[src/rtl/prefetch_stage.sv]
// prefetch_stage: PC-generation stage directly upstream of fetch.
//   Holds the fetch PC and issues one two-instruction ICache read per
//   pair (words at pc and pc+4). Each time the ICache accepts the address,
//   a pair of PC/exception descriptors is handed to the fetch queue in the
//   same cycle. Flush has priority over branch redirect, and both take
//   priority over sequential advance. A misaligned PC is issued once,
//   flagged as an address error, and the stage then halts until the next
//   flush or redirect.
//
// Optional feature macro: PFS_BPU_EN (branch-predictor driven next PC).
//
// Ports:
//   clk, reset               clock, asynchronous active-high reset
//   flush, flush_pc          pipeline flush and restart PC (highest priority)
//   br_redirect, br_target   backend mispredict redirect
//   fs_allowin               fetch queue has room for a pair
//   pfs_to_valid             pair accepted this cycle (combinational)
//   prefetch_to_fetch_bus1/2 slot descriptors, 66 bits each:
//                              [65] valid, [64:33] pc, [32] adel, [31:0] badvaddr
//   icache_req, icache_addr  read request and word-aligned address
//   icache_addr_ok           request accepted this cycle
//   bpu_pred_*               predictor inputs (used only with PFS_BPU_EN)
module prefetch_stage #(
  parameter logic [31:0] RESET_PC = 32'hBFC0_0000,
  parameter logic [31:0] PC_STEP  = 32'd8
) (
  input  logic        clk,
  input  logic        reset,
  input  logic        flush,
  input  logic [31:0] flush_pc,
  input  logic        br_redirect,
  input  logic [31:0] br_target,
  input  logic        fs_allowin,
  output logic        pfs_to_valid,
  output logic [65:0] prefetch_to_fetch_bus1,
  output logic [65:0] prefetch_to_fetch_bus2,
  output logic        icache_req,
  output logic [31:0] icache_addr,
  input  logic        icache_addr_ok,
  input  logic        bpu_pred_taken,
  input  logic        bpu_pred_slot,
  input  logic [31:0] bpu_pred_target
);

  typedef enum logic [1:0] {BOOT, RUN, HALT} state_t;

  state_t      state;
  logic [31:0] pc;
  logic        adel;

  assign icache_req   = (state == RUN) && fs_allowin && !flush && !br_redirect;
  assign icache_addr  = {pc[31:2], 2'b00};
  assign pfs_to_valid = icache_req && icache_addr_ok;
  assign adel         = (pc[1:0] != 2'b00);

  // Both slots carry the same exception: the whole pair is fetched from pc.
  assign prefetch_to_fetch_bus1 = pfs_to_valid ? {1'b1, pc, adel, pc} : '0;
  assign prefetch_to_fetch_bus2 = pfs_to_valid ? {1'b1, pc + 32'd4, adel, pc} : '0;

`ifdef PFS_BPU_EN
  // A taken branch in slot 1 has its delay slot in the next pair, so the
  // target is parked until that pair has been accepted.
  logic        pend_valid;
  logic [31:0] pend_target;

  always_ff @(posedge clk or posedge reset) begin
    if (reset) begin
      state       <= BOOT;
      pc          <= RESET_PC;
      pend_valid  <= 1'b0;
      pend_target <= '0;
    end else begin
      if (state == BOOT) state <= RUN;
      if (flush) begin
        pc         <= flush_pc;
        state      <= RUN;
        pend_valid <= 1'b0;
      end else if (br_redirect) begin
        pc         <= br_target;
        state      <= RUN;
        pend_valid <= 1'b0;
      end else if (pfs_to_valid && adel) begin
        state <= HALT;
      end else if (pfs_to_valid) begin
        if (pend_valid) begin
          pc         <= pend_target;
          pend_valid <= 1'b0;
        end else if (bpu_pred_taken && !bpu_pred_slot) begin
          pc <= bpu_pred_target;
        end else if (bpu_pred_taken) begin
          pc          <= pc + PC_STEP;
          pend_valid  <= 1'b1;
          pend_target <= bpu_pred_target;
        end else begin
          pc <= pc + PC_STEP;
        end
      end
    end
  end
`else
  logic unused_bpu;
  assign unused_bpu = ^{bpu_pred_taken, bpu_pred_slot, bpu_pred_target};

  always_ff @(posedge clk or posedge reset) begin
    if (reset) begin
      state <= BOOT;
      pc    <= RESET_PC;
    end else begin
      if (state == BOOT) state <= RUN;
      if (flush) begin
        pc    <= flush_pc;
        state <= RUN;
      end else if (br_redirect) begin
        pc    <= br_target;
        state <= RUN;
      end else if (pfs_to_valid && adel) begin
        state <= HALT;
      end else if (pfs_to_valid) begin
        pc <= pc + PC_STEP;
      end
    end
  end
`endif

endmodule

[config.mk]
export PLATFORM = sky130hd
export DESIGN_NAME = prefetch_stage
export DESIGN_NICKNAME = d
export VERILOG_FILES = /design/src/rtl/prefetch_stage.sv
export SDC_FILE = /design/constraint.sdc
export NUM_CORES = 1
export LEC_CHECK = 0
export ABC_AREA = 1
export CAP_MARGIN = 20
export CORE_UTILIZATION = 38
export DETAILED_ROUTE_END_ITERATION = 6
export HOLD_SLACK_MARGIN = 0.1
export PLACE_DENSITY = 0.88
export SLEW_MARGIN = 10
export SYNTH_ARGS = -nofsm -noshare
export SYNTH_HDL_FRONTEND = slang
export SYNTH_SLANG_ARGS = --single-unit
[constraint.sdc]
create_clock -name clk -period 2.66 [get_ports clk]
set_input_delay 0.532 -clock clk [delete_from_list [all_inputs] [get_ports clk]]
set_output_delay 0.532 -clock clk [all_outputs]
set_load 0.005 [all_outputs]
==> results.rst, run 1 <==
.. list-table::
   :header-rows: 1

   * - Metric
     - Value
   * - Run status
     - finished, final reports clean
   * - Final worst clock skew
     - around 0.012 ns
   * - Vertical extent of the die
     - approximately 110 µm
   * - Mean post-synth cell area
     - 5.73 µm²
   * - CTS tree
     - yes
   * - Combinational family with the most area after synthesis
     - simple AND/OR/NAND/NOR gates
   * - Width of the die
     - ~110 µm
   * - Fraction of the yosys area taken by sequential cells
     - 0.205
   * - Cell chain of the critical path
     - ha_2 -> nand2_2 -> nor2_4 -> nand2_2 -> nor2_4 -> nand4_1 -> o21ai_0 -> a21oi_1 -> dlygate4sd2_1
   * - Final non-filler cell total
     - about 1100
   * - Portion of synthesized cell area occupied by the leading cell type
     - 0.184
   * - Clock insertion delay at the later pin of the skew report
     - ~0.30 ns
   * - Critical-path top delay cell
     - dfrtp_1
   * - Leading register cell type out of synthesis
     - dfrtp_1
   * - Simple-Gate Fraction of Synth Area
     - 0.404
   * - Worst-path fanout max
     - 5
   * - Fraction of synthesis flops using an asynchronous set or reset pin
     - 1.00
   * - Detail Route Antenna Nets
     - 0
   * - CP required
     - between 2 and 2.5 ns
   * - Total Power Consumption
     - 2.04 mW
   * - Top post-synthesis cells by count
     - nand2_1 (206), nor2_1 (144), buf_4 (102)
   * - Relative max-transition margin
     - 0.662
   * - Sum of overflow across all layers after global routing
     - 0
   * - Startpoint types
     - flip-flop
   * - Measured slew at the worst slew-check pin
     - about 0.5 ns
   * - Routed WL
     - 17500 µm
   * - Clock H-tree levels
     - 2
   * - Placed Instances
     - approximately 1000
   * - Clk slew on worst S/H paths
     - 0.08 ns
   * - Root Buffer Master
     - clkbuf_8
   * - Buffers and inverters on the worst path
     - 1
   * - Area of the core
     - between 10000 and 15000 µm²
   * - Ratio of final minimum period to clock period
     - 0.986
   * - Number of unique standard cell types used by synthesis
     - 32
   * - Antenna violations before repair
     - 0
   * - Total Nets Final
     - 1040
   * - Layout overhead on the synthesized area
     - 66.1%
   * - Max rail drop VDD
     - 0.215 mV
   * - Max-slew violation total from the final report
     - 0
   * - Max-capacitance violation count
     - 0
   * - PD cells
     - slightly below 300 nW/µm²
   * - Yosys warning total
     - 0
   * - Arr. time, crit path
     - ~2.1 ns
   * - Top delay family on crit path
     - simple AND/OR/NAND/NOR gates
   * - Class of the tightest hold or removal check
     - reg -> reg
   * - Global-route wire length before repair
     - 26000 µm
   * - Netlist area before placement
     - 4210 µm²
   * - Ports placed on the boundary
     - 270
   * - Worst setup EP type
     - output pin
   * - Clk sinks
     - 34
   * - Number of antenna repair diodes
     - 0
   * - Post-synthesis compound-gate area fraction
     - 0.106
   * - Maximum clock frequency
     - between 0.3 and 0.4 GHz
   * - Half-perimeter wire length after placement
     - approximately 12000 µm
   * - Avg Vias per Cell
     - ~5.1
   * - Weighted congestion reported at the end of routability-driven placement
     - 0.875
   * - RSZ-0062 raised after global routing
     - true
   * - Share of the synthesized netlist area taken by xor and xnor gates
     - 0.0104
   * - Initial Util
     - 0.390
   * - Vias post-DR
     - around 5500
   * - Final-report setup violation count
     - 0
   * - Setup TNS after final layout
     - 0 ns
   * - Cell with the most instances after synthesis
     - nand2_1
   * - Row count
     - 38
   * - Number of detailed-routing iterations run before antenna repair
     - 7
   * - Number of synthesized flops with an enable pin
     - 0
   * - Post-Layout Inst Area
     - approximately 7000 µm²
   * - Static leakage
     - slightly below 4 nW
   * - Floorplan die area
     - between 10000 and 15000 µm²
   * - Fraction of the mapped netlist area in adder cells
     - 0.00595
   * - Bufs on Longest Clock Path
     - 2
   * - Number of DRC markers after the initial detailed-route iteration
     - a little under 400
   * - Final min period
     - ~2.6 ns
   * - Global-route usage over all layers
     - 0.293
   * - Share of synthesized area spent on multiplexers
     - 0
   * - Fraction of final layout cells sized beyond drive strength 1
     - 0.207
   * - Register bit total from synthesis
     - 34
   * - Number of port buffers
     - roughly 230
   * - DRC errors left
     - 0
   * - Post-DP Area
     - 6340 µm²
   * - Crit Path Category
     - reg -> out
   * - Via count of the first global-routing pass
     - approximately 5100
   * - Critical Path Max Stage Delay
     - 0.41 ns
   * - Number of instances in the synthesized netlist
     - about 730
   * - Hold Fails Final Rpt
     - 0
   * - Cell types occupying the most area after synthesis
     - nand2_1 (18%), buf_4 (18%), dfrtp_1 (15%)
   * - Post-detailed-route wirelength per cell
     - about 16 µm
   * - Maximum number of pins on one net before global-route repair
     - 50
   * - Cell type with the highest aggregate area in the netlist
     - nand2_1
   * - Number of buffers created by CTS
     - 5
## per-layer routing
metal	vias to the layer above	routed length, µm	track usage
met5	-	0	0
met4	0	568	0.0871
met3	68	1340	0.0432
met2	309	8450	0.514
met1	2510	7140	0.368
li1	2598	-	-
## power breakdown
part           total [mW]  internal [mW]  switching, mW
Combinational       0.950          0.466          0.483
Clock               0.405          0.182          0.223
Sequential          0.681          0.592         0.0894
Total                2.04           1.24          0.795
## cells in the final DEF (no fill, tap or decap), types with 7 or more instances in the layout
cell	Yosys	final
dlymetal6s2s_1	0	21
dfstp_2	9	9
buf_6	3	7
nor2_1	144	105
buf_12	0	7
o21ai_0	31	27
inv_2	5	8
nand2_1	206	200
nor2_2	5	21
nor2_4	1	24
inv_1	57	52
dlygate4sd2_1	0	86
clkdlybuf4s50_1	0	111
dfrtp_1	25	22
buf_4	102	69
nand3_1	46	43
a21oi_1	36	36
## tightest hold or removal path: stages, from the launching register on
cell and delay, ns:
dfstp_2 0.40, nand2_1 0.07, nand2_1 0.05
## cell families (layout without fill, tap and decap cells)
logic type	count (synthesis)	after routing
compound gates	83	83
flops	34	34
simple gates	419	419
xor+xnor	5	5
buf+inv	190	390
other cells	1	2
fa+ha+maj	2	2
## sequential cells by signal, indices dropped and copies added (netlist names)
signal and cells:
state 2, pc 32
## area by class of cell
| type | instances | area, µm² |
|---|---|---|
| Tap cell | 140 | 175 |
| Timing Repair Buffer | 320 | 3090 |
| Fill cell | 918 | 3800 |
| Inverter | 62 | 240 |
| Multi-Input combinational cell | 511 | 2540 |
| Clock inverter | 2 | 10.0 |
| Clock buffer | 6 | 72.6 |
| Sequential cell | 34 | 866 |
## final timing paths
path                            depth (start not counted)                    endpoint          startpoint  slack (ns)
worst max-delay path                                    9  prefetch_to_fetch_bus2[51]   pc[3]$_DFFE_PP0P_        0.04
worst min-delay path                                    2          pc[29]$_DFFE_PP1P_  pc[29]$_DFFE_PP1P_        0.51
worst max register to register                         11          pc[20]$_DFFE_PP0P_   pc[3]$_DFFE_PP0P_        0.62
worst min register to register                          2          pc[29]$_DFFE_PP1P_  pc[29]$_DFFE_PP1P_        0.51
max in group asynchronous                               3           pc[8]$_DFFE_PP0P_               reset        1.62
min in group asynchronous                               3           pc[1]$_DFFE_PP0P_               reset        0.65
## what timing repair did
| action | in CTS | in global routing |
|---|---|---|
| buffers inserted | 17 | 4 |
| gates resized for setup | 207 | 58 |
| hold buffers | 0 | 0 |
| setup endpoints to repair | 133 | 43 |
| gates cloned | 4 | 0 |
| pin swaps | 8 | 13 |
## stage by stage
step           utilization  hold slack [ns]  worst slack (ns)
2_1_floorplan            -            0.462             0.321
3_3_place_gp         0.587            0.473            -0.398
3_5_place_dp         0.587            0.500            -0.454
4_1_cts              0.634            0.512           0.00192
5_1_grt              0.648            0.529           -0.0398
6_report             0.648            0.512            0.0381
No activity file was read; power rests on OpenSTA's default activity.
==> run 2: changes to the inputs <==
--- a/config.mk
+++ b/config.mk
@@ -7,10 +7,12 @@
 export LEC_CHECK = 0
 export ABC_AREA = 1
 export CAP_MARGIN = 20
-export CORE_UTILIZATION = 38
+export CELL_PAD_IN_SITES_DETAIL_PLACEMENT = 0
+export CELL_PAD_IN_SITES_GLOBAL_PLACEMENT = 1
+export CORE_UTILIZATION = 25
 export DETAILED_ROUTE_END_ITERATION = 6
 export HOLD_SLACK_MARGIN = 0.1
-export PLACE_DENSITY = 0.88
+export PLACE_DENSITY = 0.92
 export SLEW_MARGIN = 10
 export SYNTH_ARGS = -nofsm -noshare
 export SYNTH_HDL_FRONTEND = slang
==> constraint.sdc (replaced) <==
create_clock -name clk -period 3.3 [get_ports clk]
set_input_delay 0.66 -clock clk [delete_from_list [all_inputs] [get_ports clk]]
set_output_delay 0.66 -clock clk [all_outputs]
set_load 0.005 [all_outputs]
==> run 2 against run 1 <==
Against the previous run:
- count of clock-buffer cells in the layout increased by 1
- non-clock buffer count fell by 52
- setup slack better by 0.033 ns
- power down 15%
- wire length fell by 2.7%
- hold slack worse by 0.019 ns
- critical path type is now in -> out
- largest cell class unchanged
- largest power group unchanged
==> results.rst, run 2 (synthesized netlist as in run 1, its figures left out) <==
.. list-table::
   :header-rows: 1

   * - Metric
     - Value
   * - Worst reg2reg startpoint
     - pc[3]$_DFFE_PP0P_
   * - Weighted congestion reported at the end of routability-driven placement
     - 0.817 (-6.7%)
   * - Clock insertion delay at the later pin of the skew report
     - 0.28 ns (-0.02 ns)
   * - Final min period
     - 3.23 ns
   * - Hold Fails Final Rpt
     - 0 (unchanged)
   * - Half-perimeter wire length after placement
     - 12900 µm (+8.2%)
   * - Combinational Power Share
     - 0.381 (-0.085)
   * - R2r worst-path depth
     - 10 (-1)
   * - Arr. time, crit path
     - 2.57 ns (+0.48 ns)
   * - Relative max-transition margin
     - 0.624 (-0.0377)
   * - Post-detailed-route wirelength per cell
     - 15.4 µm (-5.3%)
   * - Max FFs per register
     - 32 (unchanged)
   * - Initial Util
     - 0.255 (-0.135)
   * - Number of DRC markers after the initial detailed-route iteration
     - 261 (-34%)
   * - Fraction of final layout cells sized beyond drive strength 1
     - 0.116 (-0.0920)
   * - Pre-CTS setup slack
     - -0.0759 ns (+0.378 ns)
   * - Critical Path Max Stage Delay
     - 0.50 ns (+0.09 ns)
   * - Reg-to-reg critical path endpoint
     - pc[20]$_DFFE_PP0P_
   * - Number of detailed-routing iterations run before antenna repair
     - 4 (-3)
   * - Internal power contribution
     - 1.11 mW (-11%)
   * - Startpoint types
     - input port
   * - Area of the core
     - 16500 µm² (+53%)
   * - Register with the most flip-flops
     - pc
   * - Sum of overflow across all layers after global routing
     - 0 (unchanged)
   * - Crit Path Category
     - in -> out
   * - Cell chain of the critical path
     - clkdlybuf4s50_1 -> nand3_2 -> nor3_4 -> inv_2 -> buf_12 -> nor2_2 -> buf_4 -> clkdlybuf4s50_1
   * - Clock H-tree levels
     - 2 (unchanged)
   * - Run status
     - finished, final reports clean
   * - Critical path launch point
     - fs_allowin
   * - CTS tree
     - yes
   * - Routed WL
     - 17000 µm (-2.7%)
   * - Max-slew violation total from the final report
     - 0 (unchanged)
   * - Avg Vias per Cell
     - 4.45 (-13%)
   * - Maximum clock frequency
     - around 0.31 GHz
   * - Net Sw Frac
     - 0.360 (-0.0311)
   * - Post-Layout Inst Area
     - 6510 µm² (-6.9%)
   * - Clk sinks
     - 34 (unchanged)
   * - Measured slew at the worst slew-check pin
     - 0.564 ns (+0.0566 ns)
   * - Startpoint of the lowest-slack hold path
     - pc[31]$_DFFE_PP1P_
   * - Final worst clock skew
     - 0.00507 ns (-0.00659 ns)
   * - Floorplan die area
     - 17400 µm² (+51%)
   * - Row count
     - 47 (+24%)
   * - Vias post-DR
     - 4918 (-10%)
   * - Via count of the first global-routing pass
     - 4685 (-7.8%)
   * - Detail Route Antenna Nets
     - 0 (unchanged)
   * - Maximum number of pins on one net before global-route repair
     - 50 (unchanged)
   * - Root Buffer Master
     - clkbuf_16
   * - Global-route wire length before repair
     - 26300 µm (+1.4%)
   * - Sw Pwr
     - 0.622 mW (-22%)
   * - Total Nets Final
     - 988 (-5.0%)
   * - Width of the die
     - 132 µm (+23%)
   * - Capture endpoint of the worst hold path
     - pc[31]$_DFFE_PP1P_
   * - DRC errors left
     - 0 (unchanged)
   * - Number of buffers created by CTS
     - 5 (unchanged)
   * - Commonest cells after routing, fill and taps aside
     - clkdlybuf4s50_1 (216), nand2_1 (203), nor2_1 (119)
   * - Max-capacitance violation count
     - 0 (unchanged)
   * - Critical-path top delay cell
     - clkdlybuf4s50_1
   * - Max rail drop VDD
     - 0.185 mV (-14%)
   * - Post-DP Area
     - 6200 µm² (-2.2%)
   * - Biggest registers after layout
     - pc x32, state x2
   * - Final non-filler cell total
     - 1104 (+2.7%)
   * - Worst-path fanout max
     - 15 (+10)
   * - Total Power Consumption
     - 1.73 mW (-15%)
   * - Seq pwr share
     - 0.327 (-0.008)
   * - Final Hold Slack
     - 0.492 ns (-0.0194 ns)
   * - Leading cell type in the layout, fill and taps excluded
     - clkdlybuf4s50_1
   * - Crit-path most repeated cell
     - clkdlybuf4s50_1
   * - Relative contribution of the clock network to total power
     - 0.293 (+0.094)
   * - RSZ-0062 raised after global routing
     - false
   * - Final-report setup violation count
     - 0 (unchanged)
   * - FF-to-FF setup slack
     - 1.29 ns (+0.67 ns)
   * - Static leakage
     - 3.00 nW (-23%)
   * - Number of instances on the worst hold path
     - 2 (unchanged)
   * - CTS Hold Bufs
     - 0 (unchanged)
   * - Placed Instances
     - 1092 (+4.8%)
   * - Global-route usage over all layers
     - 0.195 (-0.0981)
   * - Ports placed on the boundary
     - 270 (unchanged)
   * - Number of port buffers
     - 233 (unchanged)
   * - Smallest setup slack after layout
     - 0.0707 ns (+0.0326 ns)
   * - Bufs on Longest Clock Path
     - 2 (unchanged)
   * - Antenna violations before repair
     - 1 (+1)
   * - PD cells
     - 266 nW/µm² (-8.8%)
   * - Vertical extent of the die
     - 132 µm (+23%)
   * - Worst setup EP type
     - output pin
   * - Ratio of final minimum period to clock period
     - 0.979
   * - CP required
     - 2.64 ns (+0.51 ns)
   * - Clk slew on worst S/H paths
     - 0.06 ns (-0.02 ns)
   * - Class of the tightest hold or removal check
     - reg -> reg
   * - Number of inserted filler cells in the final layout
     - 1774 (+93%)
   * - Layout overhead on the synthesized area
     - 54.7%
run 2: cell types whose count changed in the layout (fill, tap and decap cells not counted), sizes merged:
| cell | before | now |
|---|---|---|
| diode | 0 | 1 |
| dlygate4sd2 | 86 | 5 |
| dlymetal6s2s | 21 | 12 |
| buf | 92 | 35 |
| clkdlybuf4s50 | 111 | 216 |
| clkdlybuf4s15 | 4 | 0 |
| bufbuf | 1 | 0 |
| clkinv | 2 | 1 |
| clkbuf | 11 | 7 |
run 2: area by class of cell:
class / instances / area, µm² / share of cell area
clock buffer: 7 / 143 / 0.0219
tap: 220 / 275 / 0.0423
antenna: 1 / 2.50 / 0.000384
multi-input combinational: 511 / 2330 / 0.358
inverter: 62 / 235 / 0.0361
sequential: 34 / 862 / 0.132
timing repair buffer: 268 / 2660 / 0.408
clock inverter: 1 / 5.00 / 0.000769
run 2: per-layer routing:
metal / up-vias / global-route usage / share of wire
met3: 14 / 0.0238 / 0.043
met1: 2239 / 0.258 / 0.46
met4: 0 / 0.0497 / 0.017
met5: - / 0 / 0
met2: 167 / 0.332 / 0.48
li1: 2498 / - / -
run 2: what timing repair did:
item,4_1_cts,5_1_grt
resized for setup,13,48
endpoints found under the hold margin,0,0
pin swaps,1,1
gates cloned,0,0
setup buffers,1,2
endpoints found under the setup margin,17,59
run 2: how the worst max path moves through the flow:
stage / endpoint / slack [ns] / cells after the start
after global placement: prefetch_to_fetch_bus2[64] / -0.08 / 10
after CTS: prefetch_to_fetch_bus2[51] / -0.02 / 7
after floorplan: prefetch_to_fetch_bus1[34] / 0.71 / 10
final: prefetch_to_fetch_bus1[62] / 0.07 / 8
after global routing: prefetch_to_fetch_bus2[61] / 0.01 / 10
after detailed placement: prefetch_to_fetch_bus2[51] / -0.08 / 7
run 2: power groups by stage:
stage | combinational (mW) | sequential (mW) | clock [mW]
floorplan | 0.384 | 0.538 | 0
global placement | 0.637 | 0.569 | 0
detailed placement | 0.643 | 0.570 | 0
CTS | 0.649 | 0.563 | 0.514
global route | 0.731 | 0.574 | 0.525
finish | 0.658 | 0.564 | 0.506
run 2: metrics by stage:
stage	util	setup TNS (ns)
2_1_floorplan	-	0
4_1_cts	0.385	-0.0296
3_5_place_dp	0.375	-0.588
3_3_place_gp	0.375	-0.338
6_report	0.394	0
5_1_grt	0.394	0
run 2: worst max-delay path, delay by kind of cell:
kind                   cells  cell delay (ns)
buffers and inverters      5             1.40
and+or+nand+nor            3             0.50
==> RTL change: new RTL, config.mk and constraints of run 2 <==
Add a define of `PFS_BPU_EN`.
--- a/src/rtl/prefetch_stage.sv
+++ b/src/rtl/prefetch_stage.sv
@@ -20,6 +20,8 @@
 //   icache_req, icache_addr  read request and word-aligned address
 //   icache_addr_ok           request accepted this cycle
 //   bpu_pred_*               predictor inputs (used only with PFS_BPU_EN)
+`define PFS_BPU_EN
+
 module prefetch_stage #(
   parameter logic [31:0] RESET_PC = 32'hBFC0_0000,
   parameter logic [31:0] PC_STEP  = 32'd8
Behaviour: not the same (Yosys sat finds a counterexample within 4 cycles, from zero or initial values and one cycle with reset high).
==> RTL change against run 2 <==
Final area increased by 37%; total power increased by 70%; sequential cell count increased by 33; worst hold slack got worse by 0.0074 ns; area after synthesis increased by 42%; non-clock buffer count increased by 44; register-to-register slack got worse by 0.07 ns; final cell count increased by 32%; critical path type unchanged; via count increased by 35%; setup slack improved by 0.053 ns; wire length increased by 45%; global-route usage increased by 0.57 points.
==> RTL change: results (changes against run 2) <==
| Metric | Value |
|---|---|
| Total Wirelength | `24.6 mm (+45%)` |
| Ranking of synthesized cells by area | `dfrtp_1, buf_4, nand2_1, nor2_1, inv_1` |
| CLK BUF | `13 (+6)` |
| Crit path DAT | `2.52 ns (-0.05 ns)` |
| Most frequent cells after synthesis | `nand2_1, nor2_1, buf_4` |
| DR WL met2 | `11.0 mm (+36%)` |
| Nets | `1,239 (+25%)` |
| Final WS setup | `0.124 ns (+0.0532 ns)` |
| Initial antenna violation count | `0 (-1)` |
| Wire length on met1 | `11.2 mm (+42%)` |
| Starting DRT DRC Count | `446 (+71%)` |
| ClkCell Share | `3.15% (+0.88 points)` |
| CTS Buf Count | `9 (+4)` |
| GRT met1 Usage | `27.0% (+1.2 points)` |
| Routed wl met3 | `1.93 mm (+160%)` |
| Multi-In Gates | `638 (+25%)` |
| Vias in the first global route | `6,214 (+33%)` |
| Worst slack, placed | `0.00577 ns (+0.0817 ns)` |
| Average vias per placed instance | `4.57 (+2.7%)` |
| IO Port Bufs | `267 (+15%)` |
| GR Util met2 | `31.8% (-1.4 points)` |
| R2R Path End | `pc[4]` |
| Pre-antenna DRT Iters | `5 (+1)` |
| Reg-to-reg startpoint | `pend_valid` |
| Non-Clock Buffer Count | `312 (+16%)` |
| R2R depth | `7 (-3)` |
| Placed insts | `1,440 (+32%)` |
| Worst Path Max Fanout | `7 (-8)` |
| Power per Cell Area | `330 nW/um^2 (+24%)` |
| # diodes | `0 (-1)` |
| Logic inverters | `105 (+69%)` |
| Syn_area_per_cell | `6.30 sq um (+9.9%)` |
| Detailed placer's ending HPWL | `19.8 mm (+53%)` |
| Met3 Usage GRT | `4.57% (+2.2 points)` |
| Leakage | `0.00404 uW (+35%)` |
| Leading registers by flop count | `pc: 32 flops, pend_target: 32 flops, state: 2 flops` |
| Skew-Pair Late Insertion Delay | `0.33 ns (+0.05 ns)` |
| Fraction of area in multi-input gates | `34.5% (-1.3 points)` |
| Post-synthesis sequential area ratio | `28.2% (+7.7 points)` |
| Fillers | `2,526 (+42%)` |
| Sequential portion of the cell area | `19.0% (+5.7 points)` |
| Worst relative slew slack | `58.7% (-3.7 points)` |
| Status | `finished clean` |
| Largest net degree at the start of global routing | `49 (-2.0%)` |
| Placer Congestion | `0.886 (+8.5%)` |
| Fin Hold WS | `0.485 ns (-0.00742 ns)` |
| Hold path startpoint | `pend_target[3]` |
| Count of different cell masters after synthesis | `36 (+13%)` |
| Worst setup path end | `prefetch_to_fetch_bus2[52]` |
[RTL change: what timing repair did]
| item | 4_1_cts | 5_1_grt |
|---|---|---|
| endpoints found under the setup margin | 10 | 32 |
| gates resized for setup | 7 | 39 |
| pin swaps | 0 | 1 |
| buffers inserted | 0 | 1 |
[RTL change: kinds of logic (layout without fill, tap and decap cells)]
kind of cell               Yosys count  in the layout  synth area share (%)
xor gates and xnor gates             3              3                 0.439
AOI/OAI and AO/OA                  181            181                  18.0
buffers and inverters              245            432                  22.4
adders and majority gates            2              2                 0.418
and+or+nand+nor                    450            450                  30.5
other                                1              2                0.0627
DFF                                 67             67                  28.2
[RTL change: power breakdown]
part / internal [uW] / leakage [uW] / switching [uW]
clock network: 564 / 0.000141 / 361
logic: 447 / 0.00308 / 467
registers: 958 / 0.000819 / 143
total: 1970 / 0.00404 / 971
